===== config.mk =====
export PLATFORM = sky130hd
export DESIGN_NAME = counter_sequencer_flat
export DESIGN_NICKNAME = d
export VERILOG_FILES = /design/src/rtl/counter_sequencer_if.sv /design/src/rtl/counter_sequencer.sv /design/src/flat_wrapper.sv
export SDC_FILE = /design/constraint.sdc
export NUM_CORES = 1
export LEC_CHECK = 0
export CAP_MARGIN = 10
export CORE_AREA = 2 2 61 63
export CTS_BUF_LIST = sky130_fd_sc_hd__clkbuf_8
export DETAILED_ROUTE_END_ITERATION = 16
export DIE_AREA = 0 0 63 65
export PLACE_DENSITY_LB_ADDON = 0.2
export SYNTH_ARGS = -nofsm -noshare
export SYNTH_HDL_FRONTEND = slang
export SYNTH_SLANG_ARGS = --single-unit

===== constraint.sdc =====
create_clock -name clk -period 2.6 [get_ports clk]
set_clock_uncertainty 0.1 [all_clocks]
set_input_delay 0.52 -clock clk [delete_from_list [all_inputs] [get_ports clk]]
set_output_delay 0.52 -clock clk [all_outputs]
set_load 0.02 [all_outputs]

===== src/rtl/counter_sequencer_if.sv =====
// Command and status bundle of counter_sequencer. The master drives the commands
// (start/stop/pause, plus dir/mode/limit sampled on start) and the slave returns q, busy, done and state.
interface counter_sequencer_if #(
    parameter int WIDTH = 7
);
    // There is no valid/ready pair. Each command is a plain level that is sampled on
    // every rising clk edge. Within a cycle stop beats start, and start beats pause.
    logic             start;
    logic             stop;
    logic             pause;
    logic             dir;
    logic             mode;
    logic [WIDTH-1:0] limit;
    logic [WIDTH-1:0] q;
    logic             busy;
    logic             done;
    logic [1:0]       state;

    modport master (
        output start, stop, pause, dir, mode, limit,
        input  q, busy, done, state
    );

    modport slave (
        input  start, stop, pause, dir, mode, limit,
        output q, busy, done, state
    );
endinterface


===== src/rtl/counter_sequencer.sv =====
// Sequencer for an up/down WIDTH-bit counter. It has one-shot and auto-reload modes, pause and stop.
// Defining CTRL_PRESCALE_EN adds a prescaler, so the count steps once every PRESCALE clocks.
module counter_sequencer #(
    parameter int WIDTH    = 7,
    parameter int PRESCALE = 4
) (
    input  logic                clk,
    input  logic                reset,
    counter_sequencer_if.slave  bus
);

    typedef enum logic [1:0] {
        IDLE   = 2'b00,
        RUN    = 2'b01,
        PAUSED = 2'b10
    } state_t;

    state_t           state_q;
    logic [WIDTH-1:0] q_q;
    logic [WIDTH-1:0] lim_q;
    logic             dir_q;
    logic             mode_q;
    logic             done_q;
    logic             busy_q;

    logic [WIDTH-1:0] term;
    logic [WIDTH-1:0] init;
    logic             tick;
    logic             hit;

    assign term = dir_q ? '0 : lim_q;
    assign init = dir_q ? lim_q : '0;
    assign hit  = tick && (q_q == term);

`ifdef CTRL_PRESCALE_EN
    localparam int PW = $clog2(PRESCALE);
    logic [PW-1:0] ps_q;

    assign tick = (ps_q == PW'(PRESCALE - 1));

    // The prescaler advances only on RUN edges that are not a pause. It wraps on tick,
    // and that includes the terminal edge.
    always_ff @(posedge clk or posedge reset) begin
        if (reset) begin
            ps_q <= '0;
        end else if (bus.stop || (state_q == IDLE && bus.start)) begin
            ps_q <= '0;
        end else if (state_q == RUN && (hit || !bus.pause)) begin
            ps_q <= tick ? '0 : ps_q + 1'b1;
        end
    end
`else
    assign tick = 1'b1;
`endif

    always_ff @(posedge clk or posedge reset) begin
        if (reset) begin
            state_q <= IDLE;
            q_q     <= '0;
            lim_q   <= '0;
            dir_q   <= 1'b0;
            mode_q  <= 1'b0;
            done_q  <= 1'b0;
            busy_q  <= 1'b0;
        end else begin
            done_q <= 1'b0;
            if (bus.stop) begin
                state_q <= IDLE;
                busy_q  <= 1'b0;
                q_q     <= '0;
            end else begin
                case (state_q)
                    IDLE: begin
                        if (bus.start) begin
                            lim_q   <= bus.limit;
                            dir_q   <= bus.dir;
                            mode_q  <= bus.mode;
                            q_q     <= bus.dir ? bus.limit : '0;
                            state_q <= RUN;
                            busy_q  <= 1'b1;
                        end
                    end
                    RUN: begin
                        // A terminal edge takes priority over a pause raised on the same edge.
                        if (hit) begin
                            done_q <= 1'b1;
                            if (mode_q) begin
                                q_q <= init;
                            end else begin
                                state_q <= IDLE;
                                busy_q  <= 1'b0;
                            end
                        end else if (bus.pause) begin
                            state_q <= PAUSED;
                        end else if (tick) begin
                            q_q <= dir_q ? q_q - 1'b1 : q_q + 1'b1;
                        end
                    end
                    PAUSED: begin
                        if (!bus.pause) begin
                            state_q <= RUN;
                        end
                    end
                    default: begin
                        state_q <= IDLE;
                        busy_q  <= 1'b0;
                    end
                endcase
            end
        end
    end

    assign bus.q     = q_q;
    assign bus.busy  = busy_q;
    assign bus.done  = done_q;
    assign bus.state = state_q;

endmodule

===== src/flat_wrapper.sv =====
// flat-port wrapper written by rule: the top's interface ports become plain ports
module counter_sequencer_flat 
#(
    parameter int WIDTH    = 7,
    parameter int PRESCALE = 4
)
  (clk, reset, bus_start, bus_stop, bus_pause, bus_dir, bus_mode, bus_limit, bus_q, bus_busy, bus_done, bus_state);
  counter_sequencer_if #(.WIDTH(WIDTH)) bus_i ();
  input  logic clk;
  input  logic reset;
  input wire logic [$bits(bus_i.start)-1:0] bus_start;
  input wire logic [$bits(bus_i.stop)-1:0] bus_stop;
  input wire logic [$bits(bus_i.pause)-1:0] bus_pause;
  input wire logic [$bits(bus_i.dir)-1:0] bus_dir;
  input wire logic [$bits(bus_i.mode)-1:0] bus_mode;
  input wire logic [$bits(bus_i.limit)-1:0] bus_limit;
  output wire logic [$bits(bus_i.q)-1:0] bus_q;
  output wire logic [$bits(bus_i.busy)-1:0] bus_busy;
  output wire logic [$bits(bus_i.done)-1:0] bus_done;
  output wire logic [$bits(bus_i.state)-1:0] bus_state;
  assign bus_i.start = bus_start;
  assign bus_i.stop = bus_stop;
  assign bus_i.pause = bus_pause;
  assign bus_i.dir = bus_dir;
  assign bus_i.mode = bus_mode;
  assign bus_i.limit = bus_limit;
  assign bus_q = bus_i.q;
  assign bus_busy = bus_i.busy;
  assign bus_done = bus_i.done;
  assign bus_state = bus_i.state;
  counter_sequencer #(.WIDTH(WIDTH), .PRESCALE(PRESCALE)) u_core (.clk(clk), .reset(reset), .bus(bus_i));
endmodule

# Word level (Yosys, flattened, before mapping)
# Index checks and enable logic that the tools add are counted.
classes:
  add_sub_neg: 2
  n_eq_ne: 12
  n_mux: 25
  bitwise: 1
  n_reduce_logical: 6
op_table:
  columns: ["cell", "count"]
  rows:
  - ["$mux W7", 9]
  - ["$pmux W7 S2", 1]
  - ["$mux W2", 6]
  - ["$ne A4 B3 Y1 const B", 3]
  - ["$reduce_and A4 Y1", 3]
  - ["$ne A3 B3 Y1 const B", 3]
  - ["$add A7 B1 Y7 const B", 1]
  - ["$eq A7 B7 Y1", 1]
  - ["$mux W1", 7]
  - ["$sub A7 B1 Y7 const B", 1]
  - ["$pmux W2 S3", 1]
  - ["$ne A4 B4 Y1 const B", 1]
  - ["$ne A3 B2 Y1 const B", 1]
  - ["$pmux W1 S3", 1]
  - ["$reduce_and A3 Y1", 1]
  - ["$reduce_bool A3 Y1", 1]
  - ["$eq A2 B1 Y1 const B", 1]
  - ["$eq A2 B2 Y1 const B", 1]
  - ["$logic_not A2 Y1", 1]
  - ["$ne A2 B2 Y1 const B", 1]
  - ["$not A1 Y1", 1]
word_totals:
  register_bits: 20
  out_inout_bits: 11
  elab_cells: 53

# Longest topological paths before layout
depth:
  ltp_word: 6
  mapped_depth: 7

# Worst setup path before layout
# Ideal clock, no wire load.
synth_timing:
  kind: "register -> register"
  startpoint: "register u_core.q_q[5], in the netlist u_core.bus.q[5]"
  endpoint: "register u_core.q_q[1], in the netlist u_core.bus.q[1]"
  setup_time_ns: 0.125
  arrival_time_ns: 2.147
  required_time_ns: 2.375
  setup_slack_ns: 0.228
  stages_incl_launch_ff: 6
  n_path_buf: 0
  period_less_slack_ns: 2.372
  path_cell_list: "dfrtp_1 -> or4_4 -> a32oi_4 -> nand3_4 -> a31oi_4 -> mux2_2"
synth_between:
  elab_chain_len: 4
synth_rtl:
  columns: ["item", "line", "text"]
  rows:
  - ["start, declared", "counter_sequencer.sv:19", "logic [WIDTH-1:0] q_q;"]
  - ["start signal, assigned", "counter_sequencer.sv:78", "q_q <= bus.dir ? bus.limit : '0;"]
  - ["start signal, assigned", "counter_sequencer.sv:88", "q_q <= init;"]
  - ["start signal, assigned", "counter_sequencer.sv:96", "q_q <= dir_q ? q_q - 1'b1 : q_q + 1'b1;"]
  - ["$eq A7 B7 Y1 *", "counter_sequencer.sv:33", "assign hit = tick && (q_q == term);"]
  - ["$mux W7", "counter_sequencer.sv:85", "if (hit) begin"]
  - ["$pmux W7 S2", "counter_sequencer.sv:72", "case (state_q)"]
  - ["$mux W7", "counter_sequencer.sv:67", "if (bus.stop) begin"]
# Every way passes the cells marked *; elsewhere a longest branch is shown, timed or not.
# A chain may end at the register's enable or synchronous reset.

# Worst setup path after layout
layout_timing:
  startpoint: "register u_core.dir_q"
  endpoint: "register u_core.q_q[1], in the netlist u_core.bus.q[1]"
layout_between:
  elab_chain_len: 5
layout_rtl:
  columns: ["item", "line", "text"]
  rows:
  - ["start, declared", "counter_sequencer.sv:21", "logic dir_q;"]
  - ["start signal, assigned", "counter_sequencer.sv:76", "dir_q <= bus.dir;"]
  - ["$mux W7 (on tied branches)", "counter_sequencer.sv:31, counter_sequencer.sv:96, counter_sequencer.sv:32", null]
  - ["$eq A7 B7 Y1, or another cell as far along", "counter_sequencer.sv:33", null]
  - ["$mux W7", "counter_sequencer.sv:85", null]
  - ["$pmux W7 S2", "counter_sequencer.sv:72", null]
  - ["$mux W7", "counter_sequencer.sv:67", null]
# Parallel ways exist; a longest one is shown, timed or not. The select of a mux whose other input is x is not followed.

==> metrics <==
outcome finished, final reports clean; number of fill cells in the layout 324; synthesized area 1491 sq um; fraction of power consumed by the clock network 0.145; H-tree depth 1; Post-DP HPWL 2.848 mm; final critical-path required period 2449 ps; endpoint arrival time on the critical path 2490 ps; ant diodes 0; Worst Reg-to-Reg Cells 7; buffers from clock root to sink, at most 2; TritonCTS clock tree built; main area contributors after synthesis sky130_fd_sc_hd__dfrtp_1, sky130_fd_sc_hd__mux2_2, sky130_fd_sc_hd__a21oi_1, sky130_fd_sc_hd__ha_1, sky130_fd_sc_hd__xnor2_1; share of cells above drive strength 1 0.1937; f_max 408.3 MHz; Floorplan Core Area 3496 sq um; number of vias per cell after detailed routing 5.674; cell count of the worst hold path 1; total leakage power 0.7894 nW; net switching share of the total power 0.4007; setup slack, reg-to-reg 150 ps; slew at the pin closest to its max-slew limit 802.9 ps; drt first-iter violations 120; peak supply drop 0.3454 mV; final setup fails 0; Congestion Overflow GR 0; unrepaired setup endpoints after global routing no; number of clock sinks 20; clock network latency to the later pin of the worst-skew pair 250 ps; post-synth cell types 43; remaining antenna violation count after routing 0; clock input transition at the sequential cells of the worst setup and hold paths 70 ps; syn_area_per_cell 9.560 sq um; sum of routed wire length over all layers 3.720 mm; logic gate share of total power 0.522; post-synthesis cell type with the largest combined area sky130_fd_sc_hd__dfrtp_1; most common library cell in the layout ignoring fill and taps sky130_fd_sc_hd__clkdlybuf4s50_1; cell count after synthesis 156; buffer cell driving the clock tree root sky130_fd_sc_hd__clkbuf_8; horizontal extent of the die 63 microns; number of top-level pins 25; die height 65 microns; relative contribution of sequential cells to total power 0.334; worst reg2reg path startpoint u_core.dir_q; Worst Hold Class register to register; # DRC 0; die area 4095 sq um; pin count of the biggest net entering global routing 21; r2r endpoint u_core.bus.q[1]; synthesis-stage register bit count 20; GPL Wtd Cong 0.8214; fraction of post-synthesis cell area in the top cell type by area 0.3356; Post-Layout Inst Area 1919 sq um; count of final max-slew check failures 0; net count after synthesis 176; Worst Hold Path EP u_core.lim_q[1]; average routed wire per standard cell 15.56 microns; Final Cycle Share 0.9420; CP Capture Type register; critical path peak fanout 10; Net Switching 0.5537 mW; Hold Startpoint u_core.lim_q[1]; number of global-route vias before repair 1318; Layout Nets 213; placed inst area 1847 sq um; main flop type after synthesis sky130_fd_sc_hd__dfrtp_1; Port Buf Inserts 24; Inserted Clock Buffers 3; initial antenna violation count 0; total routing usage reported by global routing 0.1903; worst hold slack 454.2 ps; crit path launch type register; global-route wire length before repair 6.285 mm; most used cells in the layout excluding fill and tap cells sky130_fd_sc_hd__clkdlybuf4s50_1, sky130_fd_sc_hd__dfrtp_1, sky130_fd_sc_hd__a21oi_1; number of detailed-routing iterations run before antenna repair 4; critical path start-end classification register to register; max-capacitance violation count 0; Starting Density 0.4266; Core Rows 22; Internal Dissipation 0.8280 mW; number of enable-type register cells in the synthesized netlist 0; Async S/R FF share, synth 1.000; critical path data required time 2640 ps; Via Count 1356; Syn-to-layout area delta 28.69%; Seq/Total Area, Yosys 0.3356; PD cells 719.9 nW/um^2; yosys synthesis warning count 0; headroom to the max-slew limit 0.4642; number of endpoints with negative hold slack in the final report 0
## logic make-up after synthesis
family / synth area share
muxes: 0.1116
and+or+nand+nor: 0.1569
DFF: 0.3356
adders and majority gates: 0.05537
AOI/OAI and AO/OA: 0.2626
xor gates and xnor gates: 0.04698
buffers and inverters: 0.03104
## flip-flops by register name, summed over array words and instances (netlist names)
name and count:
u_core.bus.busy 1, u_core.bus.done 1, u_core.bus.q 7, u_core.bus.state 2
u_core.dir_q 1, u_core.lim_q 7, u_core.mode_q 1
## per-layer routing
metal  vias to the layer above  global-route usage  share of wire
li1                        659                   -              -
met4                         0             0.05000         0.0097
met1                       660              0.2656           0.47
met3                         4             0.01910          0.041
met5                         -                   0              0
met2                        33              0.3152           0.48
## synthesized netlist by cell type, types with 2 or more instances
master,n
sky130_fd_sc_hd__nor2_1,13
sky130_fd_sc_hd__nor4b_1,2
sky130_fd_sc_hd__o21bai_1,5
sky130_fd_sc_hd__xor2_1,2
sky130_fd_sc_hd__dfrtp_1,20
sky130_fd_sc_hd__nand4b_1,2
sky130_fd_sc_hd__a211oi_1,3
sky130_fd_sc_hd__inv_1,5
sky130_fd_sc_hd__mux2_2,13
sky130_fd_sc_hd__xnor2_1,6
sky130_fd_sc_hd__nand3_1,9
sky130_fd_sc_hd__nand2_1,5
sky130_fd_sc_hd__nor3_1,2
sky130_fd_sc_hd__a21o_1,4
sky130_fd_sc_hd__a21oi_1,18
sky130_fd_sc_hd__o311a_1,4
sky130_fd_sc_hd__o21ai_0,6
sky130_fd_sc_hd__clkbuf_1,5
sky130_fd_sc_hd__nor2b_1,3
sky130_fd_sc_hd__ha_1,5
sky130_fd_sc_hd__mux2i_1,2
## cell type report
class	instances	area [sq um]	area share
sequential	20	501.7	0.2614
clock buffer	3	41.29	0.02151
tap	48	60.06	0.03129
multi-input combinational	124	944.7	0.4922
inverter	5	18.77	0.009778
timing repair buffer	39	352.8	0.1838
## worst max path at each step
stage,slack [ps],from,endpoint,depth (start not counted)
after floorplan,230,u_core.bus.q[5],u_core.bus.q[1],5
after global placement,90,u_core.dir_q,u_core.bus.q[3],7
after detailed placement,-0.4,u_core.dir_q,u_core.bus.q[1],7
after CTS,80,u_core.dir_q,u_core.bus.q[1],7
after global routing,60,u_core.dir_q,u_core.bus.q[1],7
final,150,u_core.dir_q,u_core.bus.q[1],7
## metrics by stage
step                setup WS [ps]  setup TNS (ps)  cells  total power [mW]    util
floorplan                   228.5               0    156            0.9292       -
global placement            89.07               0    232             1.143  0.5283
detailed placement        -0.3637         -0.3637    232             1.166  0.5283
CTS                         75.87               0    235             1.373  0.5404
global route                62.49               0    239             1.479  0.5490
finish                      150.9               0    239             1.382  0.5490
## worst max-delay path, cell delays in order, from the launching register on
cell,delay (ps)
sky130_fd_sc_hd__dfrtp_2,460
sky130_fd_sc_hd__buf_4,190
sky130_fd_sc_hd__nor4b_1,330
sky130_fd_sc_hd__a22o_1,210
sky130_fd_sc_hd__o21a_1,190
sky130_fd_sc_hd__nand3_4,110
sky130_fd_sc_hd__a31oi_4,360
sky130_fd_sc_hd__mux2_2,380
## power by group through the flow
stage / Clock (mW) / Combinational [mW] / Sequential [mW]
final: 0.200 / 0.721 / 0.461
after global routing: 0.220 / 0.788 / 0.471
after CTS: 0.209 / 0.698 / 0.467
after detailed placement: 0 / 0.694 / 0.471
after global placement: 0 / 0.676 / 0.467
after floorplan: 0 / 0.454 / 0.475
## timing repair
| item | in CTS | in global routing |
|---|---|---|
| hold buffers | 0 | 0 |
| buffers inserted | 0 | 4 |
| resized for setup | 1 | 0 |
| endpoints found under the setup margin | 5 | 5 |
| pin swaps | 0 | 1 |
Note: power is estimated with default switching activity, not from simulation.
